===== config.mk =====
export PLATFORM = sky130hd
export DESIGN_NAME = cep_tx_arbiter
export DESIGN_NICKNAME = d
export VERILOG_FILES = /design/src/rtl/cep_tx_arbiter_pkg.sv /design/src/rtl/cep_tx_arbiter_fifo2.sv /design/src/rtl/cep_tx_arbiter.sv
export SDC_FILE = /design/constraint.sdc
export NUM_CORES = 1
export LEC_CHECK = 0
export ABC_AREA = 1
export CORE_ASPECT_RATIO = 0.7
export CORE_UTILIZATION = 48
export CTS_CLUSTER_SIZE = 20
export DETAILED_ROUTE_END_ITERATION = 12
export PLACE_DENSITY_LB_ADDON = 0.12
export SLEW_MARGIN = 20
export SYNTH_ARGS = -nofsm -noshare
export SYNTH_HDL_FRONTEND = slang
export SYNTH_SLANG_ARGS = --single-unit

===== constraint.sdc =====
create_clock -name clk -period 3.6 [get_ports clk]
set_clock_uncertainty 0.05 [all_clocks]
set_input_delay 0.9 -clock clk [delete_from_list [all_inputs] [get_ports clk]]
set_output_delay 0.9 -clock clk [all_outputs]
set_load 0.03 [all_outputs]

===== src/rtl/cep_tx_arbiter_pkg.sv =====
// Shared definitions for the CEP transmit arbiter: package field positions,
// channel codes and small helpers used by the arbiter.
package cep_tx_arbiter_pkg;

  localparam int CEP_DATA_WIDTH       = 64;
  localparam int CEP_LAST_SUBLINE_LSB = 0;
  localparam int CEP_LAST_SUBLINE_MSB = 1;
  localparam int CEP_IS_REQ           = 4;
  localparam int CEP_IS_RESP          = 5;
  localparam int CEP_IS_INT           = 6;
  localparam int CEP_CH_WIDTH         = 2;

  typedef enum logic [CEP_CH_WIDTH-1:0] {
    CEP_CH_REQ  = 2'd0,
    CEP_CH_RESP = 2'd1,
    CEP_CH_INT  = 2'd2
  } cep_ch_e;

  function automatic logic is_last(input logic [CEP_DATA_WIDTH-1:0] pkg);
    return pkg[CEP_LAST_SUBLINE_MSB:CEP_LAST_SUBLINE_LSB] != '0;
  endfunction

  // A package is legal on a channel only if that channel's own class bit is set.
  function automatic logic class_ok(input logic [CEP_DATA_WIDTH-1:0] pkg, input cep_ch_e ch);
    case (ch)
      CEP_CH_REQ:  return pkg[CEP_IS_REQ];
      CEP_CH_RESP: return pkg[CEP_IS_RESP];
      CEP_CH_INT:  return pkg[CEP_IS_INT];
      default:     return 1'b0;
    endcase
  endfunction

  function automatic cep_ch_e next_ch(input cep_ch_e ch);
    case (ch)
      CEP_CH_REQ:  return CEP_CH_RESP;
      CEP_CH_RESP: return CEP_CH_INT;
      default:     return CEP_CH_REQ;
    endcase
  endfunction

endpackage


===== src/rtl/cep_tx_arbiter_fifo2.sv =====
// Two-entry in-order buffer between the arbiter and the link. The head register
// keeps its last value when the buffer drains.
module cep_fifo2 #(
  parameter int WIDTH = 8
) (
  input  logic             clk,
  input  logic             rst_n,
  input  logic             push,
  input  logic [WIDTH-1:0] push_data,
  input  logic             pop,
  output logic [1:0]       count,
  output logic [WIDTH-1:0] head
);

  logic [WIDTH-1:0] head_q;
  logic [WIDTH-1:0] tail_q;
  logic [1:0]       count_q;
  logic             do_pop;
  logic             do_push;
  logic [1:0]       remain;

  always_comb begin
    do_pop  = pop && (count_q != 2'd0);
    do_push = push && ((count_q != 2'd2) || do_pop);
    remain  = count_q - {1'b0, do_pop};
  end

  // A push lands in whichever slot is the first free one after this cycle's pop.
  always_ff @(posedge clk or negedge rst_n) begin
    if (!rst_n) begin
      head_q  <= '0;
      tail_q  <= '0;
      count_q <= 2'd0;
    end else begin
      if (do_pop && (count_q == 2'd2)) begin
        head_q <= tail_q;
      end
      if (do_push) begin
        if (remain == 2'd0) begin
          head_q <= push_data;
        end else begin
          tail_q <= push_data;
        end
      end
      count_q <= remain + {1'b0, do_push};
    end
  end

  assign count = count_q;
  assign head  = head_q;

endmodule


===== src/rtl/cep_tx_arbiter.sv =====
// Arbitrates the req/resp/int CEP sources onto one link, holding multi-subline
// messages together and flagging packages whose class bit disagrees with their channel.
module cep_tx_arbiter
  import cep_tx_arbiter_pkg::*;
#(
  parameter bit RR_EN = 1'b1
) (
  input  logic                      clk,
  input  logic                      rst_n,
  input  logic [CEP_DATA_WIDTH-1:0] req_pkg,
  input  logic                      req_valid,
  output logic                      req_ready,
  input  logic [CEP_DATA_WIDTH-1:0] resp_pkg,
  input  logic                      resp_valid,
  output logic                      resp_ready,
  input  logic [CEP_DATA_WIDTH-1:0] int_pkg,
  input  logic                      int_valid,
  output logic                      int_ready,
  output logic [CEP_DATA_WIDTH-1:0] out_pkg,
  output logic [CEP_CH_WIDTH-1:0]   out_src,
  output logic                      out_valid,
  input  logic                      out_ready,
  output logic                      locked,
  output logic [2:0]                err
);

  logic [2:0]                valid_vec;
  cep_ch_e                   rr_ptr;
  cep_ch_e                   lock_ch;
  cep_ch_e                   grant_ch;
  logic                      grant_any;
  logic                      locked_q;
  logic                      active;
  logic                      can_push;
  logic                      accept;
  logic [CEP_DATA_WIDTH-1:0] sel_pkg;
  logic [1:0]                count;
  logic [1:0]                cand;
  logic [CEP_CH_WIDTH+CEP_DATA_WIDTH-1:0] fifo_head;

  assign valid_vec = {int_valid, resp_valid, req_valid};

  // While locked the grant is pinned to the message owner, valid or not.
  always_comb begin
    grant_any = 1'b0;
    grant_ch  = CEP_CH_REQ;
    cand      = 2'd0;
    if (locked_q) begin
      grant_any = 1'b1;
      grant_ch  = lock_ch;
    end else if (RR_EN) begin
      for (int i = 0; i < 3; i++) begin
        cand = 2'((int'(rr_ptr) + i) % 3);
        if (!grant_any && valid_vec[cand]) begin
          grant_any = 1'b1;
          grant_ch  = cep_ch_e'(cand);
        end
      end
    end else if (int_valid) begin
      grant_any = 1'b1;
      grant_ch  = CEP_CH_INT;
    end else if (resp_valid) begin
      grant_any = 1'b1;
      grant_ch  = CEP_CH_RESP;
    end else if (req_valid) begin
      grant_any = 1'b1;
      grant_ch  = CEP_CH_REQ;
    end
  end

  always_comb begin
    can_push   = active && (count != 2'd2);
    req_ready  = grant_any && (grant_ch == CEP_CH_REQ)  && can_push;
    resp_ready = grant_any && (grant_ch == CEP_CH_RESP) && can_push;
    int_ready  = grant_any && (grant_ch == CEP_CH_INT)  && can_push;
    accept     = grant_any && valid_vec[grant_ch] && can_push;
    case (grant_ch)
      CEP_CH_RESP: sel_pkg = resp_pkg;
      CEP_CH_INT:  sel_pkg = int_pkg;
      default:     sel_pkg = req_pkg;
    endcase
  end

  // The pointer only advances at a message end so a locked message cannot be overtaken.
  always_ff @(posedge clk or negedge rst_n) begin
    if (!rst_n) begin
      active   <= 1'b0;
      locked_q <= 1'b0;
      lock_ch  <= CEP_CH_REQ;
      rr_ptr   <= CEP_CH_REQ;
      err      <= 3'b000;
    end else begin
      active <= 1'b1;
      if (accept) begin
        if (is_last(sel_pkg)) begin
          locked_q <= 1'b0;
          rr_ptr   <= next_ch(grant_ch);
        end else begin
          locked_q <= 1'b1;
          lock_ch  <= grant_ch;
        end
        if (!class_ok(sel_pkg, grant_ch)) begin
          err[grant_ch] <= 1'b1;
        end
      end
    end
  end

  cep_fifo2 #(
    .WIDTH(CEP_CH_WIDTH + CEP_DATA_WIDTH)
  ) u_fifo (
    .clk      (clk),
    .rst_n    (rst_n),
    .push     (accept),
    .push_data({grant_ch, sel_pkg}),
    .pop      (out_valid && out_ready),
    .count    (count),
    .head     (fifo_head)
  );

  assign out_valid = (count != 2'd0);
  assign out_pkg   = fifo_head[CEP_DATA_WIDTH-1:0];
  assign out_src   = fifo_head[CEP_CH_WIDTH+CEP_DATA_WIDTH-1:CEP_DATA_WIDTH];
  assign locked    = locked_q;

endmodule


## Word-level counts from Yosys, hierarchy flattened

Index checks and enable logic that the tools add are counted.

- Register bits: 143
- Bits of input ports: 198
- Output and inout port bits: 74
- Logic and storage cells: 83

- $add $sub $neg: 4
- Div/mod/pow operators: 3
- Magnitude comparators: 5
- Equal/unequal tests: 4
- Multiplexer cells: 28
- Bitwise gates (word level): 4
- Reduce and logical (&&, ||, !) cells: 27

Operators by type and width:

| cell | count |
|---|---|
| $mux W66 | 3 |
| $pmux W64 S2 | 1 |
| $mod A32 B3 Y32 const B | 2 |
| $mod A3 B3 Y32 const B | 1 |
| $logic_and A1 B1 Y1 | 16 |
| $mux W1 | 13 |
| $lt A2 B3 Y1 const B | 4 |
| $bmux W1 S2 | 4 |
| $mux W2 | 4 |
| $reduce_and A2 Y1 | 4 |
| $eq A2 B2 Y1 const B | 2 |
| $logic_not A2 Y1 | 2 |
| $pmux W2 S2 | 1 |
| $reduce_bool A2 Y1 | 2 |
| $add A2 B1 Y3 const B | 1 |
| $add A2 B2 Y3 const B | 1 |
| $not A1 Y1 | 3 |
| $or A3 B3 Y3 | 1 |
| $pmux W1 S3 | 1 |
| $add A2 B1 Y2 | 1 |
| $demux W1 S2 | 1 |
| $eq A2 B1 Y1 const B | 1 |
| $ge A2 B1 Y1 const B | 1 |
| $logic_not A1 Y1 | 2 |
| other kinds (3) | 3 |

## Logic depth before layout (Yosys ltp)

Gate-level depths: netlist of the first run.

- Word-level depth: 20
- Mapped depth: 22
- Depth with buffers taken out: 21

## By module

A second synthesis of the first run with hierarchy kept.

- Cell total of the unflattened synthesis: 1202
- Area total of the unflattened synthesis: 8237.9 um2

By module, submodules not included:

| module | times used | cells each | area each (um2) | seq. area each (um2) |
|---|---|---|---|---|
| cep_fifo2 | 1 | 797 | 6135.9 | 3353.2 |
| cep_tx_arbiter | 1 | 405 | 2102.0 | 225.2 |

## Worst setup path after synthesis of the first run

No wires, ideal clock.

- Path type: input -> output
- Start point: input port int_valid
- End point: output port resp_ready
- Arrival: 2.902 ns
- Data required time: 2.650 ns
- Slack: -0.252 ns
- Cell stages on the path: 12
- Path buffers: 2
- Cells stage by stage: inv_2 o21ai_1 nand2_1 and2_1 nand3_1 nand2_1 a21oi_2 ha_1 clkbuf_1 clkbuf_1 inv_1 nor2_1

- Longest elaborated chain between the ends: 15
- Elaborated cells between the ends (all ways): 23
- Those cells by class: eq/ne (1); mux (16); reduce/logical (6)

RTL lines:

| element | line | source |
|---|---|---|
| start: declaration | cep_tx_arbiter.sv:17 | `input logic int_valid,` |
| $bmux W1 S2 | cep_tx_arbiter.sv:54 | `if (!grant_any && valid_vec[cand]) begin` |
| $mux W1 (implied by the code) | cep_tx_arbiter.sv:54 |  |
| $mux W1 | cep_tx_arbiter.sv:54 |  |
| $mux W1 | cep_tx_arbiter.sv:48 | `if (locked_q) begin` |
| $logic_not A1 Y1 | cep_tx_arbiter.sv:54 |  |
| $logic_and A1 B1 Y1 | cep_tx_arbiter.sv:54 |  |
| $mux W1 | cep_tx_arbiter.sv:54 |  |
| $mux W1 | cep_tx_arbiter.sv:48 |  |
| $logic_not A1 Y1 | cep_tx_arbiter.sv:54 |  |
| $logic_and A1 B1 Y1 | cep_tx_arbiter.sv:54 |  |
| $mux W2 | cep_tx_arbiter.sv:54 |  |
| $mux W2 | cep_tx_arbiter.sv:48 |  |
| $eq A2 B1 Y1 | cep_tx_arbiter.sv:74 | `resp_ready = grant_any && (grant_ch == CEP_CH_RESP) && can_push;` |
| $logic_and A1 B1 Y1 * (2 in a row) | cep_tx_arbiter.sv:74 |  |
| end: declaration | cep_tx_arbiter.sv:15 | `output logic resp_ready,` |

Every way passes the cells marked *; elsewhere a longest branch is shown, timed or not. The select of a mux whose other input is x is not followed.

## Final worst setup path of the first run

- Start point: input port resp_valid
- End point: output port req_ready

- Longest elaborated chain between the ends: 15
- Elaborated cells between the ends (all ways): 23
- Those cells by class: mux (16); reduce/logical (7)

RTL lines:

| element | line | source |
|---|---|---|
| start: declaration | cep_tx_arbiter.sv:14 | `input logic resp_valid,` |
| $bmux W1 S2 | cep_tx_arbiter.sv:54 |  |
| $mux W1 (implied by the code) | cep_tx_arbiter.sv:54 |  |
| $mux W1 | cep_tx_arbiter.sv:54 |  |
| $mux W1 | cep_tx_arbiter.sv:48 |  |
| $logic_not A1 Y1 | cep_tx_arbiter.sv:54 |  |
| $logic_and A1 B1 Y1 | cep_tx_arbiter.sv:54 |  |
| $mux W1 | cep_tx_arbiter.sv:54 |  |
| $mux W1 | cep_tx_arbiter.sv:48 |  |
| $logic_not A1 Y1 | cep_tx_arbiter.sv:54 |  |
| $logic_and A1 B1 Y1 | cep_tx_arbiter.sv:54 |  |
| $mux W2 * | cep_tx_arbiter.sv:54 |  |
| $mux W2 * | cep_tx_arbiter.sv:48 |  |
| via grant_ch[0] | cep_tx_arbiter.sv:30 | `cep_ch_e grant_ch;` |
| $logic_not A2 Y1 * | cep_tx_arbiter.sv:73 | `req_ready = grant_any && (grant_ch == CEP_CH_REQ) && can_push;` |
| $logic_and A1 B1 Y1 * (2 in a row) | cep_tx_arbiter.sv:73 |  |
| end: declaration | cep_tx_arbiter.sv:12 | `output logic req_ready,` |

The timed path passes the listed nets; every way through them passes the cells marked *. The select of a mux whose other input is x is not followed.

==> results_dict.tcl, run 1 <==
set metrics [dict create \
    vias 10200 \
    netlist_top_cells_area "dfrtp_1 (40%), nand2_1 (34%), a21oi_1 (7.3%), nand4_1 (5.2%), nor2_1 (3.1%)" \
    syn_area_um2 8890 \
    ys_ff_latch 143 \
    powerDensity_nw_per_um2 1200 \
    vias_per_cell 5.34 \
    slew_headroom 0.449 \
    wl_per_cell_um 15.9 \
    layout-drive-gt1-share 0.0771 \
    drv_slew 0 \
    clockRootBuffer "clkbuf_16" \
    synth_compound_area_frac 0.0836 \
    cp.arrival_ns 2.59 \
    synth_cell_types 24 \
    dp_slack_ns -0.309 \
    grt.overflow.total 0 \
    dr.pass1.iters 7 \
    drc 0 \
    grt_use_met3 0.0702 \
    die_x_um 165 \
    synthSimpleGateAreaFrac 0.437 \
    met1_usage 0.421 \
    place_congestion 0.837 \
    port_buffers 271 \
    end_kind "output pin" \
    syn_inst 1410 \
    crit_fanout 4 \
    htree_levels 4 \
    period_share 0.984 \
    power.switching_mw 8.17 \
    cp_common_cell "nand2_2" \
    leakagePower_nw 6.55 \
    cts_buffers 17 \
    dp_hpwl_um 19300 \
    diodes 0 \
    worstSkewPairLatency_ns 0.42 \
    fp-row-count 41 \
    synthAdderAreaFrac 0.0155 \
    synth_mux_area_frac 0 \
    synth_xor_xnor_area_share 0.00197 \
    grt_max_degree 72 \
    tightest_slew_ns 0.827 \
    setup.worst_path.class "input pin to output pin" \
    status "completed" \
    final_util 0.710 \
    drtIter0Drc 898 \
    path_cells "dlygate4sd2_1 -> inv_1 -> nand2_1 -> nand3_1 -> nand2_2 -> nor2_4 -> nand2_1 -> nand3_1 -> nand2_2 -> nand2_2 -> inv_2 -> ha_2 -> inv_1 -> nor2_2 -> buf_6" \
    grt_pass1_vias 9331 \
    cts_tree "built" \
    ant_nets 0 \
    die-area_um2 19100 \
    clock_sinks 143 \
    postRouteWirelength_um 30300 \
    min_path_type "input pin to asynchronous set/reset pin" \
    crit_path_max_incr_delay_ns 0.26 \
    syn_area_per_cell_um2 6.31 \
    nets 1869 \
    clock.fmax_mhz 282 \
    yosysSeqAreaShare 0.402 \
    period_needed_ns 3.54 \
    cp.required_ns 2.65 \
    setup-violations-final 0 \
    register_area_um2 3580 \
    yosys.area.top_type "dfrtp_1" \
    placed_cells 1874 \
    multi_input_area_um2 4920 \
    use_met2 0.527 \
    p_sw_frac 0.532 \
    start_kind "input pin" \
    worst-path-buf-inv 5 \
    slowest_stage "dlygate4sd2_1" \
    fillers 1484 \
    hold_buffers 0 \
    grt_busiest_layer "met2" \
    setup_slack_ns 0.0589 \
    clock_path_buffers 2 \
    io_pins 272 \
    crit_family "simple AND/OR/NAND/NOR gates" \
    clk_pin_slew_ns 0.07 \
    track_usage 0.320 \
    ir_worst_vdd_mv 0.958 \
    power_frac_seq 0.174 \
    synth_top_family_by_area "simple AND/OR/NAND/NOR gates" \
    core_um2 18100 \
    syn_to_final_growth_pct 44.3 \
    finalNonFillerCells 1909 \
    p_clk_frac 0.120 \
    finalSetupTns_ns 0 \
    die-height_um 116 \
    combPwrFrac 0.706 \
    initial_core_util 0.492 \
    synth_top_area_share 0.402 \
    p_int_mw 7.20 \
    antenna_found_initial 0 \
    grt_pass1_wl_um 47400 \
    finalHoldViolations 0 \
    max_cap_viol_count 0 \
    syn_nets 1619 \
    yosys_warnings 0 \
]
==> layout by cell type, fill, tap and decap left out, types with 3 or more instances in the layout <==
cell and n:
buf_4 47, inv_6 6, dfrtp_1 142, clkdlybuf4s50_1 264
dlygate4sd2_1 3, a21oi_1 129, nand3_1 11, clkbuf_16 17
ha_2 3, nand2_1 810, nor2_1 67, ha_1 5
buf_12 12, nand4_1 74, bufinv_16 3, inv_2 8
o21ai_0 3, o21ai_1 4, inv_1 25, buf_6 3
nor2_4 5, ha_4 3, nand2_2 7
==> flip-flops by register name, indices dropped and copies added (netlist names) <==
name	cells
active	1
err	3
lock_ch	2
locked	1
rr_ptr	2
u_fifo.count	2
u_fifo.head	66
u_fifo.tail_q	66
==> area by class of cell <==
cell class,instances,area share
sequential,143,0.279
tap,236,0.0230
timing repair buffer,329,0.257
multi-input combinational,1135,0.383
clock inverter,14,0.0140
clock buffer,18,0.0335
inverter,34,0.0101
==> path summary, 6_finish.rpt <==
check                                  startpoint                 to  slack [ns]  depth (start not counted)
max in group asynchronous                   rst_n  u_fifo.tail_q[31]        2.31                          2
worst max register to register          rr_ptr[0]          rr_ptr[0]        0.25                         20
worst max-delay path                   resp_valid          req_ready        0.06                         15
worst min-delay path                        rst_n    u_fifo.head[62]        0.42                          1
worst min register to register  u_fifo.tail_q[34]  u_fifo.tail_q[34]        0.42                          2
min in group clk                u_fifo.tail_q[34]  u_fifo.tail_q[34]        0.42                          2
==> Yosys cell counts <==
| cell type | number |
|---|---|
| nand2_1 | 815 |
| dfrtp_1 | 143 |
| a21oi_1 | 129 |
| nand4_1 | 74 |
| nor2_1 | 73 |
| clkbuf_1 | 56 |
| inv_1 | 30 |
| buf_2 | 25 |
| buf_1 | 17 |
| nand3_1 | 12 |
| ha_1 | 11 |
| o21ai_1 | 5 |
| inv_2 | 4 |
| o21ai_0 | 3 |
| a22o_1 | 2 |
| nand2_2 | 2 |
| xor2_1 | 2 |
| a21oi_2 | 1 |
| a21oi_4 | 1 |
| a31o_2 | 1 |
| a31oi_1 | 1 |
| and2_1 | 1 |
| conb_1 | 1 |
| nand3_2 | 1 |
==> power by group through the flow <==
stage	Combinational (mW)	Clock, mW	Sequential [mW]
floorplan	6.31	0	3.16
global placement	10.3	0	2.66
detailed placement	10.5	0	2.67
CTS	10.7	1.86	2.66
global route	11.9	1.94	2.73
finish	10.8	1.85	2.67
==> cell families (layout without fill, tap and decap cells) <==
| family | after synthesis | after routing |
|---|---|---|
| AND/OR/NAND/NOR | 978 | 978 |
| AO/OA/AOI/OAI | 143 | 143 |
| flip-flops | 143 | 143 |
| buffers and inverters | 132 | 395 |
| adder cells (fa/ha/maj) | 11 | 11 |
| XOR/XNOR | 2 | 2 |
| other | 1 | 1 |
==> routing by layer <==
layer,wire length (µm),vias to the layer above
met1,12900,4718
met5,0,-
li1,-,4957
met2,14200,461
met4,574,0
met3,2640,50
==> through the flow <==
stage	area (µm²)	hold slack, ns	power, mW
after detailed placement	12100	0.408	13.2
after floorplan	8910	0.392	9.47
final	12800	0.418	15.4
after global placement	12100	0.402	13.0
after global routing	12800	0.435	16.6
after CTS	12800	0.423	15.2
==> repair_timing <==
action	4_1_cts	5_1_grt
buffers inserted	1	2
gates cloned	0	0
resized for setup	16	11
pin swaps	5	3
setup endpoints to repair	3	3
Power figures use the tool's default switching activity.
==> inputs of run 2 (changes only) <==
Settings changed: PLACE_DENSITY set to 0.82, PLACE_DENSITY_LB_ADDON 0.12 to not set, SLEW_MARGIN 20 to not set.
==> results_dict.tcl, run 2 (same netlist as run 1, synthesis figures left out) <==
set metrics [dict create \
    status "completed" \
    power_frac_seq 0.175 \
    cts_buffers 17 \
    min_path_type "input pin to asynchronous set/reset pin" \
    clock_path_buffers 2 \
    grt_pass1_vias 9629 \
    vias 10200 \
    period_share 0.963 \
    clock.fmax_mhz 288 \
    slew_headroom 0.650 \
    place_congestion 0.869 \
    met1_usage 0.419 \
    htree_levels 4 \
    drtIter0Drc 933 \
    fp-row-count 41 \
    worstReg2RegEnd "err[2]" \
    die-area_um2 19100 \
    crit_path_end "resp_ready" \
    drv_slew 0 \
    setup-violations-final 0 \
    path_cells "inv_1 -> ha_4 -> inv_1 -> nand2_1 -> nand2_1 -> nand2_1 -> nand2_1 -> and2_1 -> nand3_1 -> nand2_1 -> a21oi_2 -> ha_2 -> inv_1 -> nor2_4 -> buf_6" \
    vias_per_cell 5.36 \
    port_buffers 271 \
    reg2regPathDepth 20 \
    tightest_slew_ns 0.525 \
    clk_pin_slew_ns 0.07 \
    postRouteWirelength_um 30100 \
    crit_fanout 4 \
    clock_sinks 143 \
    io_pins 272 \
    dr.pass1.iters 5 \
    cp.arrival_ns 2.52 \
    critPathLaunch "rr_ptr[1]" \
    finalHoldViolations 0 \
    nets 1862 \
    ant_nets 0 \
    grt_pass1_wl_um 47700 \
    power.switching_mw 8.11 \
    hold_buffers 0 \
    wl_per_cell_um 15.8 \
    cts_tree "built" \
    grt_max_degree 67 \
    p_clk_frac 0.117 \
    end_kind "output pin" \
    p_sw_frac 0.535 \
    diodes 0 \
    initial_core_util 0.492 \
    die-height_um 116 \
    period_needed_ns 3.47 \
    ir_worst_vdd_mv 0.941 \
    critical_path_depth 15 \
    drc 0 \
    leakagePower_nw 6.49 \
    cp.required_ns 2.65 \
    ff2ff_setup_slack_ns 0.42 \
    syn_to_final_growth_pct 43.3 \
    r2r-start "rr_ptr[1]" \
    slowest_stage "dfrtp_2" \
    finalNonFillerCells 1902 \
    finalSetupTns_ns 0 \
    grt.overflow.total 0 \
    worstSkewPairLatency_ns 0.43 \
    combPwrFrac 0.708 \
    crit_path_max_incr_delay_ns 0.45 \
    cp_common_cell "nand2_1" \
    dp_hpwl_um 19700 \
    clockRootBuffer "clkbuf_16" \
    crit_family "simple AND/OR/NAND/NOR gates" \
    fillers 1528 \
    grt_use_met3 0.0709 \
    start_kind "flop" \
    final_common_cell "nand2_1" \
    setup.worst_path.class "flop to output pin" \
    powerDensity_nw_per_um2 1190 \
    use_met2 0.527 \
    layout-drive-gt1-share 0.0690 \
    p_int_mw 7.06 \
    antenna_found_initial 0 \
    grt_busiest_layer "met2" \
    mostFrequentLayoutCells "nand2_1 (813), clkdlybuf4s50_1 (264), dfrtp_1 (142)" \
    worst-path-buf-inv 4 \
    max_cap_viol_count 0 \
    core_um2 18100 \
    placed_cells 1867 \
    die_x_um 165 \
    track_usage 0.320 \
]
-- run 2: worst reg2reg max path, delay by kind of cell (launching register included) --
kind            cells  cell delay, ns
fa+ha+maj           2            0.39
buf+inv             4            0.56
compound gates      3            0.74
flops               1            0.45
simple gates       11            0.88
-- run 2: timing repair --
action,in CTS,in global routing
endpoints found under the setup margin,3,3
pin swaps,3,3
gates resized for setup,7,12
setup buffers,1,2
-- run 2: stage by stage --
step	power, mW	hold slack, ns	utilization	setup slack (ns)	area [µm²]
finish	15.2	0.346	0.706	0.131	12700
global route	16.4	0.382	0.706	-0.0133	12700
CTS	15.0	0.368	0.703	0.00875	12700
detailed placement	13.2	0.408	0.670	-0.236	12100
global placement	12.9	0.403	0.670	-0.109	12100
floorplan	9.47	0.392	-	0.00656	8910
-- run 2: routing by layer --
layer  up-vias  share of wire
li1       4941              -
met1      4751           0.43
met2       449           0.46
met3        50          0.087
met4         0          0.021
met5         -              0
-- run 2: power by group through the flow --
stage / sequential [mW] / combinational, mW / clock [mW]
final: 2.66 / 10.7 / 1.77
after global routing: 2.73 / 11.8 / 1.85
after CTS: 2.65 / 10.6 / 1.78
after detailed placement: 2.67 / 10.5 / 0
after global placement: 2.65 / 10.3 / 0
after floorplan: 3.16 / 6.31 / 0
-- run 2: final cells by class --
class	count	area [µm²]	area share
multi-input cells	1135	4880	0.383
flip-flops and latches	143	3580	0.281
repair buffers	322	3270	0.257
clock buffers	20	447	0.0351
well taps	236	295	0.0232
clock inverters	12	138	0.0108
inverters	34	130	0.0102
-- run 2: worst min-delay path by stage --
stage | start | to | slack, ns
2_1_floorplan | lock_ch[0] | lock_ch[0] | 0.39
3_3_place_gp | u_fifo.tail_q[45] | u_fifo.tail_q[45] | 0.40
3_5_place_dp | u_fifo.tail_q[21] | u_fifo.tail_q[21] | 0.41
4_1_cts | rst_n | u_fifo.head[60] | 0.37
5_1_grt | rst_n | u_fifo.head[62] | 0.38
6_report | rst_n | u_fifo.head[60] | 0.35
